==> config.mk <==
export PLATFORM = sky130hd
export DESIGN_NAME = regfile_write_arbiter_flat
export DESIGN_NICKNAME = d
export VERILOG_FILES = /design/src/rtl/regfile_write_arbiter_if.sv /design/src/rtl/regfile_write_arbiter.sv /design/src/flat_wrapper.sv
export SDC_FILE = /design/constraint.sdc
export NUM_CORES = 1
export LEC_CHECK = 0
export CORE_UTILIZATION = 41
export DETAILED_ROUTE_END_ITERATION = 8
export MAX_ROUTING_LAYER = met4
export PLACE_DENSITY = 0.88
export SETUP_SLACK_MARGIN = 0.3
export SYNTH_ARGS = -nofsm -noshare
export SYNTH_HDL_FRONTEND = slang
export SYNTH_SLANG_ARGS = --single-unit
==> constraint.sdc <==
create_clock -name CLK -period 2.28 [get_ports CLK]
set_clock_uncertainty 0.2 [all_clocks]
set_input_delay 0.228 -clock CLK [delete_from_list [all_inputs] [get_ports CLK]]
set_output_delay 0.228 -clock CLK [all_outputs]
set_load 0.03 [all_outputs]
==> src/rtl/regfile_write_arbiter_if.sv <==
// Writeback bus between the two requesters (ALU, memory load) and the
// register-file write arbiter. The master side is the requester/register-file
// pair. The slave side is the arbiter itself.
interface regfile_write_arbiter_if #(
    parameter int STALL_W = 16
);
    // Request A: ALU writeback
    logic                reqA_valid;
    logic [4:0]          reqA_reg;
    logic [31:0]         reqA_data;
    logic                reqA_ready;

    // Request B: memory-load writeback
    logic                reqB_valid;
    logic [4:0]          reqB_reg;
    logic [31:0]         reqB_data;
    logic                reqB_ready;

    // Registered register-file write port and status
    logic                RegWrite;
    logic [4:0]          writeReg;
    logic [31:0]         writeData;
    logic                initDone;
    logic [STALL_W-1:0]  conflictCount;

    modport master (
        output reqA_valid, reqA_reg, reqA_data,
        output reqB_valid, reqB_reg, reqB_data,
        input  reqA_ready, reqB_ready,
        input  RegWrite, writeReg, writeData, initDone, conflictCount
    );

    modport slave (
        input  reqA_valid, reqA_reg, reqA_data,
        input  reqB_valid, reqB_reg, reqB_data,
        output reqA_ready, reqB_ready,
        output RegWrite, writeReg, writeData, initDone, conflictCount
    );
endinterface

==> src/rtl/regfile_write_arbiter.sv <==
// Register-file write arbiter.
// Merges the ALU (A) and memory-load (B) writeback streams onto one registered
// write port. After reset it can optionally zero-fill registers 1..31. It also
// counts the cycles where a tie forced one requester to wait.
//
// Optional feature macro: REGARB_ROUND_ROBIN_EN
//   defined   -> round-robin tie-break (the last winner loses the next tie)
//   undefined -> fixed priority (A always wins ties)
module regfile_write_arbiter #(
    parameter bit CLEAR_ON_RESET = 1'b1,
    parameter int STALL_W        = 16
) (
    input  logic                     CLK,
    input  logic                     Reset_L,
    regfile_write_arbiter_if.slave   bus
);

    typedef enum logic {
        CLEAR = 1'b0,
        ARB   = 1'b1
    } state_t;

    state_t              state;
    logic [4:0]          idx;
    logic                init_done;
    logic [STALL_W-1:0]  conflicts;
    logic                reg_write;
    logic [4:0]          write_reg;
    logic [31:0]         write_data;

    logic                tie;
    logic                grant_a;
    logic                grant_b;
    logic                accept_a;
    logic                accept_b;

`ifdef REGARB_ROUND_ROBIN_EN
    // Set when A won the most recent grant, so B is favoured on the next tie.
    logic                favor_b;

    // Round-robin pointer: track the last granted requester.
    always_ff @(posedge CLK or negedge Reset_L) begin
        if (!Reset_L) begin
            favor_b <= 1'b0;
        end else if (accept_a) begin
            favor_b <= 1'b1;
        end else if (accept_b) begin
            favor_b <= 1'b0;
        end
    end

    // Tie-break: the requester that won last waits when both are valid.
    always_comb begin
        tie     = bus.reqA_valid && bus.reqB_valid;
        grant_a = bus.reqA_valid && !(tie && favor_b);
        grant_b = bus.reqB_valid && !grant_a;
    end
`else
    // Fixed priority: A wins every tie and B waits.
    always_comb begin
        tie     = bus.reqA_valid && bus.reqB_valid;
        grant_a = bus.reqA_valid;
        grant_b = bus.reqB_valid && !grant_a;
    end
`endif

    // init_done is only set in ARB, so it also blocks acceptance during CLEAR.
    // A held request simply waits there until the fill completes.
    always_comb begin
        accept_a = init_done && grant_a;
        accept_b = init_done && grant_b;
    end

    // Control FSM and registered write port. In CLEAR it zero-fills r1..r31.
    // In ARB it forwards the accepted request one cycle later.
    always_ff @(posedge CLK or negedge Reset_L) begin
        if (!Reset_L) begin
            state      <= CLEAR_ON_RESET ? CLEAR : ARB;
            idx        <= 5'd1;
            init_done  <= 1'b0;
            conflicts  <= '0;
            reg_write  <= 1'b0;
            write_reg  <= 5'd0;
            write_data <= 32'd0;
        end else begin
            case (state)
                CLEAR: begin
                    reg_write  <= 1'b1;
                    write_reg  <= idx;
                    write_data <= 32'd0;
                    if (idx == 5'd31) begin
                        state <= ARB;
                    end else begin
                        idx <= idx + 5'd1;
                    end
                end
                default: begin
                    init_done <= 1'b1;
                    // r0 is hard-wired: accept the request but suppress the strobe
                    if (accept_a) begin
                        reg_write  <= (bus.reqA_reg != 5'd0);
                        write_reg  <= bus.reqA_reg;
                        write_data <= bus.reqA_data;
                    end else if (accept_b) begin
                        reg_write  <= (bus.reqB_reg != 5'd0);
                        write_reg  <= bus.reqB_reg;
                        write_data <= bus.reqB_data;
                    end else begin
                        reg_write  <= 1'b0;
                    end
                    // A tie always refuses one side. Saturate instead of wrapping.
                    if (init_done && tie && (conflicts != {STALL_W{1'b1}})) begin
                        conflicts <= conflicts + STALL_W'(1);
                    end
                end
            endcase
        end
    end

    assign bus.reqA_ready    = accept_a;
    assign bus.reqB_ready    = accept_b;
    assign bus.RegWrite      = reg_write;
    assign bus.writeReg      = write_reg;
    assign bus.writeData     = write_data;
    assign bus.initDone      = init_done;
    assign bus.conflictCount = conflicts;

endmodule

==> src/flat_wrapper.sv <==
// flat-port wrapper written by rule: the top's interface ports become plain ports
module regfile_write_arbiter_flat 
#(
    parameter bit CLEAR_ON_RESET = 1'b1,
    parameter int STALL_W        = 16
)
  (CLK, Reset_L, bus_reqA_valid, bus_reqA_reg, bus_reqA_data, bus_reqB_valid, bus_reqB_reg, bus_reqB_data, bus_reqA_ready, bus_reqB_ready, bus_RegWrite, bus_writeReg, bus_writeData, bus_initDone, bus_conflictCount);
  regfile_write_arbiter_if #(.STALL_W(STALL_W)) bus_i ();
  input  logic CLK;
  input  logic Reset_L;
  input wire logic [$bits(bus_i.reqA_valid)-1:0] bus_reqA_valid;
  input wire logic [$bits(bus_i.reqA_reg)-1:0] bus_reqA_reg;
  input wire logic [$bits(bus_i.reqA_data)-1:0] bus_reqA_data;
  input wire logic [$bits(bus_i.reqB_valid)-1:0] bus_reqB_valid;
  input wire logic [$bits(bus_i.reqB_reg)-1:0] bus_reqB_reg;
  input wire logic [$bits(bus_i.reqB_data)-1:0] bus_reqB_data;
  output wire logic [$bits(bus_i.reqA_ready)-1:0] bus_reqA_ready;
  output wire logic [$bits(bus_i.reqB_ready)-1:0] bus_reqB_ready;
  output wire logic [$bits(bus_i.RegWrite)-1:0] bus_RegWrite;
  output wire logic [$bits(bus_i.writeReg)-1:0] bus_writeReg;
  output wire logic [$bits(bus_i.writeData)-1:0] bus_writeData;
  output wire logic [$bits(bus_i.initDone)-1:0] bus_initDone;
  output wire logic [$bits(bus_i.conflictCount)-1:0] bus_conflictCount;
  assign bus_i.reqA_valid = bus_reqA_valid;
  assign bus_i.reqA_reg = bus_reqA_reg;
  assign bus_i.reqA_data = bus_reqA_data;
  assign bus_i.reqB_valid = bus_reqB_valid;
  assign bus_i.reqB_reg = bus_reqB_reg;
  assign bus_i.reqB_data = bus_reqB_data;
  assign bus_reqA_ready = bus_i.reqA_ready;
  assign bus_reqB_ready = bus_i.reqB_ready;
  assign bus_RegWrite = bus_i.RegWrite;
  assign bus_writeReg = bus_i.writeReg;
  assign bus_writeData = bus_i.writeData;
  assign bus_initDone = bus_i.initDone;
  assign bus_conflictCount = bus_i.conflictCount;
  regfile_write_arbiter #(.CLEAR_ON_RESET(CLEAR_ON_RESET), .STALL_W(STALL_W)) u_core (.CLK(CLK), .Reset_L(Reset_L), .bus(bus_i));
endmodule
==> After elaboration in Yosys (flattened, before gate mapping) <==
Cells that the tools add are included.
{ "word_totals": {"word_cells": 36, "ff_bits": 61, "latch_bits": 0, "ram_bits": 0, "in_bits": 78, "memories": 0, "rom_bits": 0} }
{ "classes": {"shifts": 0, "reduce_logical": 11, "n_eq_ne": 3, "addsub": 2, "magnitude_cmp": 0, "div_mod_pow": 0, "bitwise": 2, "muxes": 11, "multipliers": 0} }
{ "ops": {"columns": ["cell", "n"], "rows": [
  ["2-to-1 mux 32 bit", 3],
  ["adder 16 x 1 -> 16 bit, second input constant", 1],
  ["inequality test 16 bit, second input constant", 1],
  ["2-to-1 mux 5 bit", 3],
  ["nonzero test 5 bit", 2],
  ["logical AND 1 bit", 6],
  ["adder 5 x 1 -> 5 bit, second input constant", 1],
  ["== test 5 bit, second input constant", 1],
  ["2-to-1 mux 1 bit", 5],
  ["AND reduction 2 bit", 2],
  ["inequality test 3 bit, second input constant", 1],
  ["inverter 1 bit", 2],
  ["logical NOT 1 bit", 1]
]} }

==> Logic depth before layout (Yosys ltp) <==
{ "logic_depth": {"ltp_word": 6, "mapped_depth": 6, "ltp_nobuf": 6} }

==> Least setup slack after synthesis <==
No wires, ideal clock.
{ "synth_path": {"path_kind": "reg2reg", "from": "register u_core.conflicts[0], in the netlist u_core.bus.conflictCount[0]", "to": "register u_core.conflicts[1], in the netlist u_core.bus.conflictCount[1]", "path_slack_ps": 248, "path_buffers": 0, "arrival_time_ps": 1704, "required_time_ps": 1952, "synth_period_minus_slack_ps": 2032, "path_stages_with_launch": 6, "cell_sequence": "dfrtp_1 -> ha_1 -> nand4_1 -> nor4_4 -> nor2_1 -> mux2_1"} }
{ "synth_between": {"elab_chain_cells": 3, "elab_cells_between_ends": 4, "cone_classes": "add/sub: 1; eq/ne: 1; reduce/logical: 2"} }
{ "synth_lines": {"columns": ["element", "line", "source"], "rows": [
  ["start: declaration", "regfile_write_arbiter.sv:26", "logic [STALL_W-1:0] conflicts;"],
  ["start signal: assignment", "regfile_write_arbiter.sv:113", "conflicts <= conflicts + STALL_W'(1);"],
  ["branches (longest 3 deep; another with adder 16 x 1 -> 16 bit)", null, null]
]} }
Parallel ways; which one is timed is not known.
A chain may end at the register's enable or synchronous reset.

==> Final worst setup path <==
{ "layout_path": {"from": "register u_core.init_done, in the netlist u_core.bus.initDone", "to": "output bus_initDone"} }
{ "layout_lines": {"columns": ["element", "line", "source"], "rows": [
  ["start: declaration", "regfile_write_arbiter.sv:25", "logic init_done;"],
  ["start signal: assignment", "regfile_write_arbiter.sv:80", "init_done <= 1'b0;"],
  ["start signal: assignment", "regfile_write_arbiter.sv:98", "init_done <= 1'b1;"],
  ["end: declaration", "flat_wrapper.sv:22", "output wire logic [$bits(bus_i.initDone)-1:0] bus_initDone;"]
]} }
No word-level cell between the ends.

==> impl_metrics.py <==
metrics = {
    "synthesis": {
        "ys_top_cells_by_area": "dfrtp_1 51%, mux2i_1 12%, o21ai_1 6.0%",
        "synth_top_area_cell": "dfrtp_1",
        "yosys.cell_types.count": 41,
        "yosysSeqAreaShare_pct": 52.4,
        "syn_nets": 358,
        "avgSynthCellArea_um2": 10.5,
        "syn_inst": 277,
        "syn_area_mm2": 0.00292,
        "synthFlopType": "dfrtp_1",
        "synth_edf_count": 0,
        "yosysMostFrequentCell": "dfrtp_1",
        "ys_ff_latch": 61,
        "synth_async_sr_flop_share_pct": 100,
        "synth_top_area_share_pct": 51.5,
        "ys_top_cells_by_count": "60 x dfrtp_1, 43 x nand2_1, 36 x mux2i_1",
        "ys_warn_count": 0,
    },
    "setup_path": {
        "timing.rr.start": "u_core.bus.conflictCount[3]",
        "cpLargestDelayFamily": "buffers and inverters",
        "critPathRequiredTime_ns": 1.85,
        "startpoint": "u_core.bus.initDone",
        "timing.critical_path.buf_inv": 1,
        "worst_path_largest_cell_delay_ns": 0.71,
        "crit_slowest_cell": "clkdlybuf4s50_1",
        "crit_type": "flop to output port",
        "critPathArrivalTime_ns": 1.50,
        "start_kind": "flop",
        "path_cells": "clkdlybuf4s50_1",
        "endpoint_kind": "output port",
        "path_max_fanout": 7,
    },
    "route": {
        "drtPass1Iterations": 4,
        "topRoutingLayerUsed": "met4",
        "routed_via_density": 5.14,
        "avgRoutedWirePerCell_um": 15.0,
        "met3_wirelength_um": 523,
        "totalWireLength_um": 7890,
        "wl_met2_um": 3880,
        "ant_nets": 0,
        "vias": 2698,
        "drc_errors": 0,
        "drt_iter0_drc": 96,
        "wl_met1_um": 3340,
    },
    "floorplan": {
        "die_w_um": 86.3,
        "start_util_pct": 42.7,
        "pin_count": 135,
        "design.die.area_mm2": 0.00745,
        "rows": 30,
        "coreArea_mm2": 0.00683,
        "die-height_um": 86.3,
    },
    "global_routing": {
        "grt_usage_pct": 23.1,
        "antenna_found_initial": 0,
        "grt_overflow": 0,
        "grt_pass1_vias": 2755,
        "grt_pass1_wl_um": 12800,
        "grt_max_degree": 38,
    },
    "pwr": {
        "power_w": 0.00304,
        "ir_worst_vdd_v": 0.000369,
        "power_density_mw_per_mm2": 652,
        "p_leak_nw": 2.05,
    },
    "timing": {
        "slew-limit-headroom_pct": 68.2,
        "fin_crit_ns": 1.93,
        "finalCritPeriodShare_pct": 84.6,
        "hold_violations": 0,
        "report.final.slew_viol_count": 0,
        "worst_slew_pin_slew_ns": 0.477,
        "rsz0062_at_grt": "no",
        "fmax_ghz": 0.518,
        "report.final.setup_viol": 0,
        "fin_tns_setup_ns": 0,
    },
    "place": {
        "io_buffers": 134,
        "dp_hpwl_um": 6060,
        "place.gp.congestion": 0.919,
    },
    "run": {
        "drv_cap": 0,
    },
    "cts": {
        "cts_tree": "built",
        "clk_latency_ns": 0.34,
        "clock_tree.buffer_depth": 2,
        "cts.sinks": 61,
        "path_clk_slew_ns": 0.06,
        "htreeDepth": 3,
        "cts_buffers": 9,
        "cts_root_buf": "clkbuf_8",
    },
    "outcome": {
        "status": "finished, final reports clean",
    },
    "finish": {
        "num_antenna_cells": 0,
        "ff_latch_area_mm2": 0.00154,
        "multi_input_area_mm2": 0.00132,
        "area_growth_syn_to_layout_pct": 60.1,
        "drive_gt1_share_pct": 11.2,
        "finalNetCount": 505,
        "fin_util_pct": 68.4,
        "nFillCells": 533,
    },
    "min_path": {
        "hp-class": "input pin to asynchronous set/reset pin",
    },
}
-- flip-flops by register name (all words and copies together), names as in the netlist --
name,flops
u_core.bus.initDone,1
u_core.bus.writeReg,5
u_core.bus.conflictCount,16
u_core.idx,5
u_core.bus.writeData,32
u_core.state,1
u_core.bus.RegWrite,1
-- metrics by stage --
| step | area, um^2 | worst slack (ns) | std cells | hold slack, ns |
|---|---|---|---|---|
| CTS | 4620 | 0.268 | 522 | 0.0513 |
| global route | 4670 | 0.301 | 525 | 0.0677 |
| floorplan | 2920 | 0.310 | 277 | -0.268 |
| detailed placement | 4430 | 0.153 | 505 | -0.126 |
| finish | 4670 | 0.351 | 525 | 0.0630 |
| global placement | 4430 | 0.178 | 505 | -0.132 |
-- placed cells by master, fill, tap and decap left out, drive strengths merged, types with 2 or more instances in the layout --
| cell | instances |
|---|---|
| and2 | 2 |
| a21oi | 2 |
| clkbuf | 15 |
| nor3 | 7 |
| xor2 | 12 |
| o221ai | 4 |
| mux2 | 2 |
| nor2 | 8 |
| dlymetal6s2s | 2 |
| nor2b | 2 |
| buf | 17 |
| mux2i | 36 |
| nand4 | 6 |
| o21ai | 37 |
| dfrtp | 60 |
| xnor2 | 4 |
| nor4 | 3 |
| nand3 | 9 |
| clkdlybuf4s50 | 129 |
| or4 | 4 |
| nand2b | 2 |
| inv | 6 |
| nand2 | 43 |
| ha | 3 |
-- power breakdown --
group	switching (W)	internal (W)	total, W
sequential	0.000101	0.00119	0.00130
clock	0.000404	0.000484	0.000888
combinational	0.000450	0.000409	0.000859
-- kinds of logic (layout without fill, tap and decap cells) --
logic type / Yosys count / after routing / share of synthesized area [%]
AOI/OAI and AO/OA: 46 / 46 / 8.67
xor gates and xnor gates: 16 / 16 / 4.80
adders and majority gates: 3 / 3 / 1.29
buffers and inverters: 20 / 172 / 2.92
DFF: 61 / 61 / 52.4
muxes: 38 / 38 / 13.1
and+or+nand+nor: 93 / 93 / 16.8
-- path summary, 6_finish.rpt --
path	slack, ns	depth (start not counted)	to
setup / recovery	0.35	1	bus_initDone
hold / removal	0.06	2	u_core.bus.conflictCount[5]
setup reg to reg	0.38	4	u_core.bus.conflictCount[11]
hold reg to reg	0.28	2	u_core.bus.writeData[10]
max in group asynchronous	1.09	3	u_core.bus.conflictCount[2]
min in group CLK	0.28	2	u_core.bus.writeData[10]
-- final cells by class --
cell class / instances / share of cell area (%)
Clock buffer: 15 / 3.78
Clock inverter: 1 / 0.107
Inverter: 6 / 0.482
Multi-Input combinational cell: 196 / 28.3
Sequential cell: 61 / 32.9
Tap cell: 96 / 2.57
Timing Repair Buffer: 150 / 31.9
-- what timing repair did --
item / in CTS / in global routing
hold endpoints to repair: 60 / 0
endpoints found under the setup margin: 2 / 8
buffers inserted: 0 / 3
hold buffers: 1 / 0
resized for setup: 2 / 6
pin swaps: 0 / 1
-- routing by layer --
metal | track usage, % | up-vias
met2 | 37.1 | 120
met5 | - | -
met3 | 5.33 | 16
met4 | 9.55 | 0
li1 | - | 1268
met1 | 28.1 | 1294
Power figures use the tool's default switching activity.
